[src/rtl/router_pkt_tx.sv]
// Packet transmitter: buffers payload bytes, then sends header, payload and XOR parity.
// Optional parity error injection is enabled by defining ROUTER_TX_PARITY_ERR_INJ_EN.
module router_pkt_tx #(
    parameter int WIDTH   = 8,
    parameter int MAX_LEN = 63
) (
    input  logic             clock,
    input  logic             resetn,
    input  logic             wr_en,
    input  logic [WIDTH-1:0] wr_data,
    input  logic             start,
    input  logic [1:0]       dest_addr,
    input  logic             busy,
`ifdef ROUTER_TX_PARITY_ERR_INJ_EN
    input  logic             corrupt_parity,
`endif
    output logic             pkt_valid,
    output logic [WIDTH-1:0] data_out,
    output logic             tx_active,
    output logic             wr_full,
    output logic             done
);

    typedef enum logic [1:0] {IDLE, HEADER, PAYLOAD, PARITY} state_t;

    localparam logic [5:0] FULL_CNT = 6'(MAX_LEN);

    state_t           state;
    logic [WIDTH-1:0] mem [0:MAX_LEN-1];
    logic [5:0]       count;
    logic [5:0]       length;
    logic [5:0]       rd_ptr;
    logic [WIDTH-1:0] acc;
    logic [WIDTH-1:0] next_acc;
    logic [WIDTH-1:0] flip;
    logic             start_ok;
    logic             wr_ok;
    logic             consume;

    // Header carries the 6-bit length above the 2-bit destination; upper bits zero.
    function automatic logic [WIDTH-1:0] make_header(input logic [5:0] len,
                                                     input logic [1:0] dest);
        logic [WIDTH-1:0] h;
        h      = '0;
        h[7:0] = {len, dest};
        return h;
    endfunction

`ifdef ROUTER_TX_PARITY_ERR_INJ_EN
    assign flip = {{(WIDTH-1){1'b0}}, corrupt_parity};
`else
    assign flip = '0;
`endif

    assign start_ok = (state == IDLE) && start && (count != 6'd0);
    assign wr_ok    = (state == IDLE) && wr_en && !wr_full && !start_ok;
    assign consume  = tx_active && !busy;
    assign next_acc = acc ^ data_out;

    // Count doubles as the write pointer; the buffer itself is never reset.
    always_ff @(posedge clock) begin
        if (wr_ok)
            mem[count] <= wr_data;
    end

    always_ff @(posedge clock or negedge resetn) begin
        if (!resetn) begin
            state     <= IDLE;
            pkt_valid <= 1'b0;
            data_out  <= '0;
            tx_active <= 1'b0;
            wr_full   <= 1'b0;
            done      <= 1'b0;
            count     <= '0;
            length    <= '0;
            rd_ptr    <= '0;
            acc       <= '0;
        end else begin
            done <= 1'b0;
            case (state)
                IDLE: begin
                    if (start_ok) begin
                        length    <= count;
                        data_out  <= make_header(count, dest_addr);
                        acc       <= make_header(count, dest_addr);
                        pkt_valid <= 1'b1;
                        tx_active <= 1'b1;
                        rd_ptr    <= '0;
                        state     <= HEADER;
                    end else if (wr_ok) begin
                        count   <= count + 6'd1;
                        wr_full <= (count + 6'd1) == FULL_CNT;
                    end
                end
                HEADER: begin
                    if (consume) begin
                        data_out <= mem[0];
                        rd_ptr   <= 6'd1;
                        state    <= PAYLOAD;
                    end
                end
                PAYLOAD: begin
                    // rd_ptr is the index of the byte after the one being presented.
                    if (consume) begin
                        acc <= next_acc;
                        if (rd_ptr == length) begin
                            data_out  <= next_acc ^ flip;
                            pkt_valid <= 1'b0;
                            state     <= PARITY;
                        end else begin
                            data_out <= mem[rd_ptr];
                            rd_ptr   <= rd_ptr + 6'd1;
                        end
                    end
                end
                PARITY: begin
                    if (consume) begin
                        data_out  <= '0;
                        tx_active <= 1'b0;
                        count     <= '0;
                        length    <= '0;
                        rd_ptr    <= '0;
                        acc       <= '0;
                        wr_full   <= 1'b0;
                        done      <= 1'b1;
                        state     <= IDLE;
                    end
                end
                default: state <= IDLE;
            endcase
        end
    end

endmodule

[config.mk]
export PLATFORM = sky130hd
export DESIGN_NAME = router_pkt_tx
export DESIGN_NICKNAME = d
export VERILOG_FILES = /design/src/rtl/router_pkt_tx.sv
export SDC_FILE = /design/constraint.sdc
export NUM_CORES = 1
export LEC_CHECK = 0
export ABC_CLOCK_PERIOD_IN_PS = 3190
export CAP_MARGIN = 20
export CORE_MARGIN = 4
export CORE_UTILIZATION = 50
export DETAILED_ROUTE_END_ITERATION = 10
export PLACE_DENSITY = 0.66
export SLEW_MARGIN = 0
export SYNTH_ARGS = -nofsm -noshare
export SYNTH_HDL_FRONTEND = slang
export SYNTH_SLANG_ARGS = --single-unit
[constraint.sdc]
create_clock -name clock -period 3.19 [get_ports clock]
set_input_delay 0.638 -clock clock [delete_from_list [all_inputs] [get_ports clock]]
set_output_delay 0.638 -clock clock [all_outputs]
set_load 0.02 [all_outputs]
# Word-level counts from Yosys, hierarchy flattened
# Memories as Yosys holds them, arrays and structs flattened.
# Index checks and enable logic that the tools add are counted.
[totals]
reg_bits = 40
ramBits = 504
input_bits = 15
output_inout_bits = 12
wordCells = 86
memories = 1
[classes]
addsub = 2
eq_ne = 13
muxes = 38
n_bitwise = 1
reduce_logical = 21
[memory_table]
columns = ["memory", "words", "width", "rd", "rd_clocked_by_memory_dff", "write_ports", "line", "rtl"]
rows = [
  ["mem", 63, 8, 2, 0, 1, "29", "logic [WIDTH-1:0] mem [0:MAX_LEN-1];"],
]
[ops]
columns = ["op", "n"]
rows = [
  ["2-to-1 mux 6 bit", 8],
  ["2-to-1 mux 8 bit", 6],
  ["case mux 8 bit (4 select lines)", 1],
  ["case mux 6 bit (2 select lines)", 2],
  ["case mux 6 bit (4 select lines)", 1],
  ["case mux 8 bit (3 select lines)", 1],
  ["!= test 2 bit (second input constant)", 8],
  ["AND reduction 4 bit", 4],
  ["adder 6 x 1 -> 6 bit (second input constant)", 2],
  ["2-to-1 mux 1 bit", 10],
  ["2-to-1 mux 2 bit", 5],
  ["AND reduction 5 bit", 2],
  ["case mux 2 bit (4 select lines)", 1],
  ["XOR 8 bit", 1],
  ["== test 6 bit", 1],
  ["== test 6 bit (second input constant)", 1],
  ["logical AND 1 bit", 6],
  ["case mux 1 bit (2 select lines)", 3],
  ["nonzero test 6 bit", 1],
  ["== test 2 bit (second input constant)", 2],
  ["nonzero test 2 bit", 2],
  ["zero test 1 bit", 3],
  ["AND reduction 3 bit", 1],
  ["nonzero test 3 bit", 1],
  ["2 further kinds", 2],
]

# Logic depth before layout (Yosys ltp)
[logic_depth]
ltp_word = 8
mapped_depth = 11
mapped_depth_nobuf = 8

# Least setup slack after synthesis
# Ideal clock, no wire load.
[synth_path]
path_kind = "reg2reg"
startpoint = "register state[0]"
endpoint = "memory mem[14][0], enable pin"
setup_ps = 370
arrival_time_ps = 2140
required_time_ps = 2820
path_slack_ps = 680
path_stages_with_launch = 9
n_path_buf = 0
period_less_slack_ps = 2510
cell_sequence = "dfrtp_1 > inv_1 > ha_1 > nor2b_1 > a32oi_1 > nor3b_2 > and2_1 > nand3_1 > nor2_1"
[synth_via]
elab_chain_cells = 7
word_cells_on_any_way = 9
classes_between = "2 x mux; 7 x reduce/logical"
[synth_rtl]
columns = ["element", "line", "rtl"]
rows = [
  ["start: declaration", "28", "state_t state;"],
  ["start signal: assignment", "68", "state <= IDLE;"],
  ["start signal: assignment", "89", "state <= HEADER;"],
  ["start signal: assignment", "99", "state <= PAYLOAD;"],
  ["zero test 2 bit (*)", "55, 56", ""],
  ["logical AND 1 bit (2 in series)", "55", "assign start_ok = (state == IDLE) && start && (count != 6'd0);"],
  ["zero test 1 bit", "56", "assign wr_ok = (state == IDLE) && wr_en && !wr_full && !start_ok;"],
  ["logical AND 1 bit (*)", "56", ""],
  ["2-to-1 mux 1 bit (*)", "62", "if (wr_ok)"],
  ["2-to-1 mux 1 bit (not written as such) (*)", "63", "mem[count] <= wr_data;"],
  ["end: declaration", "29", ""],
]
# Mark *: on every way between the ends. The rest lies on a longest branch, timed or not.

# Worst setup path after layout
[layout_path]
startpoint = "register state[0]"
endpoint = "memory mem[11][1], enable pin"
# The elaborated chain is that of the path after synthesis.

==> impl_metrics.toml <==
[grt]
grt_max_degree = 73
grt_pass1_vias = 12100
grt-ovfl-total = 0
grt_pass1_wl_mm = 77.9
grt_usage_pct = 22.0
antenna_found_initial = 0

[synthesis]
postSynthAreaPerCell_sq_um = 17.5
synth_top_cell_area_share_pct = 68.4
yosys.cell_types.count = 55
synth-async-reset-ratio_pct = 7.35
synth_area_sq_um = 22100
synth.area.top_cells = "edfxtp_1, mux4_2, mux2i_1"
synth_edf_count = 504
synth_fp_nets = 1291
synth-seq-cells = 544
synth_ff_type = "edfxtp_1"
ys_warn_count = 0
synth-seq-area-share_pct = 72.9
synth_top_area_cell = "edfxtp_1"
syn_inst = 1266

[min_path]
hold_path.class = "input port to async pin"

[pwr]
seqPwrFrac_pct = 44.0
comb_power_share_pct = 21.1
p_leak_nw = 8.47
ir_worst_vdd_mv = 0.402
power_density_nw_per_um2 = 731
switching_power_mw = 5.22
intPower_mw = 13.5
pwr-share-clk_pct = 34.9
swShare_pct = 27.9

[sta]
setup_tns_ns = 0
slew_headroom_pct = 36.8
worst-slew-pin-transition_ns = 0.949
fin_crit_sh_pct = 88.2
slew_violations = 0
fin_hold_ws_ns = 0.190
skew_ns = 0.0271
min_period_ns = 2.81
hold_viol = 0
rsz0062_at_grt = "no"
setup_violations = 0
clock.fmax_mhz = 355

[routing]
drt-pass1-iter-count = 6
detail_route.wirelength_mm = 51.6
vias = 12200
route.detailed.drc = 0
postRouteAntennaNets = 0
drt-wirelength-per-cell_um = 25.3
drt-initial-drc-count = 1587
viasPerCell = 5.98

[placed_design]
hpwl_mm = 32.6
dp.cells = 1938
io_buffers = 26
gp_congestion = 0.901

[die]
die_h_um = 218
coreArea_sq_um = 43500
rows = 76
start_util_pct = 50.9
dieArea_sq_um = 47700
dieWidth_um = 218
num_io_pins = 27

[job]
drv_cap = 0

[layout]
syn_to_final_growth_pct = 15.5
drive_gt1_share_pct = 21.3
n_fill_cell = 3229
fin_nets = 1434
final_cells = 2039
n_antenna_cell = 0

[cts]
cts_num_sinks = 544
clk_pin_slew_ns = 0.06
cts_made_buffers = 54
cts_resized = 0
cts.hold.buffers_added = 0
postCtsSetupRepairBufs = 0
cts_max_level = 2
clk-insertion-delay-late_ns = 0.60
cts_tree = "yes"
clk_path_buf_depth = 3
root_buffer = "clkbuf_16"

[worst_setup_path]
endpoint_kind = "register"
cp.required_ns = 3.48
worst-path-max-fanout = 8
critPathArrivalTime_ns = 3.11
crit_type = "register to register"
startpoint_type = "register"

[status]
status = "complete, no violations"
cell usage after synthesis, types with 16 or more instances:
library cell	count
nor2b_1	23
and3_1	17
nand3_1	16
a22oi_1	48
a21oi_1	49
o22ai_1	17
nand2_1	63
o21ai_0	29
nor2_1	76
edfxtp_1	504
mux2i_1	104
mux4_2	77
dfrtp_1	40
clkbuf_1	26
placed cells by master (no fill, tap or decap), types with 10 or more instances in the layout:
cell             instances
buf_4                  119
clkbuf_16               55
a22oi_1                 48
mux2i_1                104
a221oi_1                14
o21ai_0                 29
a21oi_1                 49
nor2_1                  76
edfxtp_1               504
nand2_1                 63
a22o_1                  10
and3_1                  17
mux4_2                  77
o22ai_1                 17
dfrtp_1                 37
nand3_1                 16
clkinv_1                14
ha_1                    10
buf_12                  10
clkdlybuf4s50_1         17
o21ai_1                 13
nor2b_1                 23
inv_1                   14
worst paths after layout:
check	startpoint	end	slack, ns	depth (start not counted)
max	state[0]	mem[11][1]	0.38	9
min	resetn	tx_active	0.19	1
max reg2reg	state[0]	mem[11][1]	0.38	9
min reg2reg	pkt_valid	pkt_valid	0.51	1
max in group asynchronous	resetn	rd_ptr[1]	2.31	1
min in group clock	pkt_valid	pkt_valid	0.51	1
per-layer routing:
| metal | vias up | global-route usage (%) | part of all wire [%] |
|---|---|---|---|
| li1 | 5351 | - | - |
| met2 | 513 | 33.9 | 47 |
| met4 | 0 | 6.83 | 2.7 |
| met3 | 93 | 3.49 | 8.0 |
| met1 | 6236 | 32.7 | 43 |
| met5 | - | 0 | 0 |
flip-flops by register name, indices dropped and copies added (netlist names):
| name | count |
|---|---|
| mem | 504 |
| tx_active | 1 |
| length | 6 |
| acc | 8 |
| state | 2 |
| pkt_valid | 1 |
| data_out | 8 |
| rd_ptr | 6 |
| done | 1 |
| wr_full | 1 |
| count | 6 |
worst max-delay path, cell delays in order, from the launching register on:
cell     delay, ns
dfrtp_1       0.43
inv_1         0.13
ha_1          0.28
nor2b_1       0.16
a32oi_1       0.13
nor3b_2       0.33
and2_1        0.26
nand2_1       0.19
nor2_1        0.34
buf_4         0.26
layout make-up:
class / instances / area (sq um) / share of cell area (%)
clock inverters: 38 / 419 / 1.64
clock buffers: 63 / 1410 / 5.50
inverters: 16 / 60.1 / 0.235
flip-flops and latches: 544 / 16100 / 63.1
repair buffers: 155 / 1310 / 5.12
well taps: 585 / 732 / 2.86
multi-input cells: 638 / 5500 / 21.5
through the flow:
| stage | power [mW] | cell area, sq um | utilization [%] | setup WS [ns] |
|---|---|---|---|---|
| after floorplan | 11.1 | 22100 | - | 0.680 |
| after global placement | 12.2 | 23700 | 54.6 | 0.262 |
| after detailed placement | 12.3 | 23700 | 54.6 | 0.355 |
| after CTS | 18.8 | 25600 | 58.8 | 0.342 |
| after global routing | 19.5 | 25600 | 58.8 | 0.223 |
| final | 18.7 | 25600 | 58.8 | 0.375 |
kinds of logic after synthesis:
| group | count (synthesis) | synth area share (%) |
|---|---|---|
| flip-flops | 544 | 72.9 |
| AND/OR/NAND/NOR | 220 | 4.58 |
| AO/OA/AOI/OAI | 214 | 6.40 |
| multiplexers | 185 | 12.9 |
| buffers and inverters | 84 | 2.28 |
| adder cells (fa/ha/maj) | 10 | 0.565 |
| XOR/XNOR | 9 | 0.356 |
power groups by stage:
| stage | Clock (mW) | Sequential, mW | Combinational, mW |
|---|---|---|---|
| after CTS | 6.63 | 8.22 | 3.92 |
| final | 6.53 | 8.22 | 3.94 |
| after global placement | 0 | 8.37 | 3.88 |
| after detailed placement | 0 | 8.37 | 3.90 |
| after global routing | 6.96 | 8.25 | 4.25 |
| after floorplan | 0 | 8.28 | 2.78 |
Note: power is estimated with default switching activity, not from simulation.
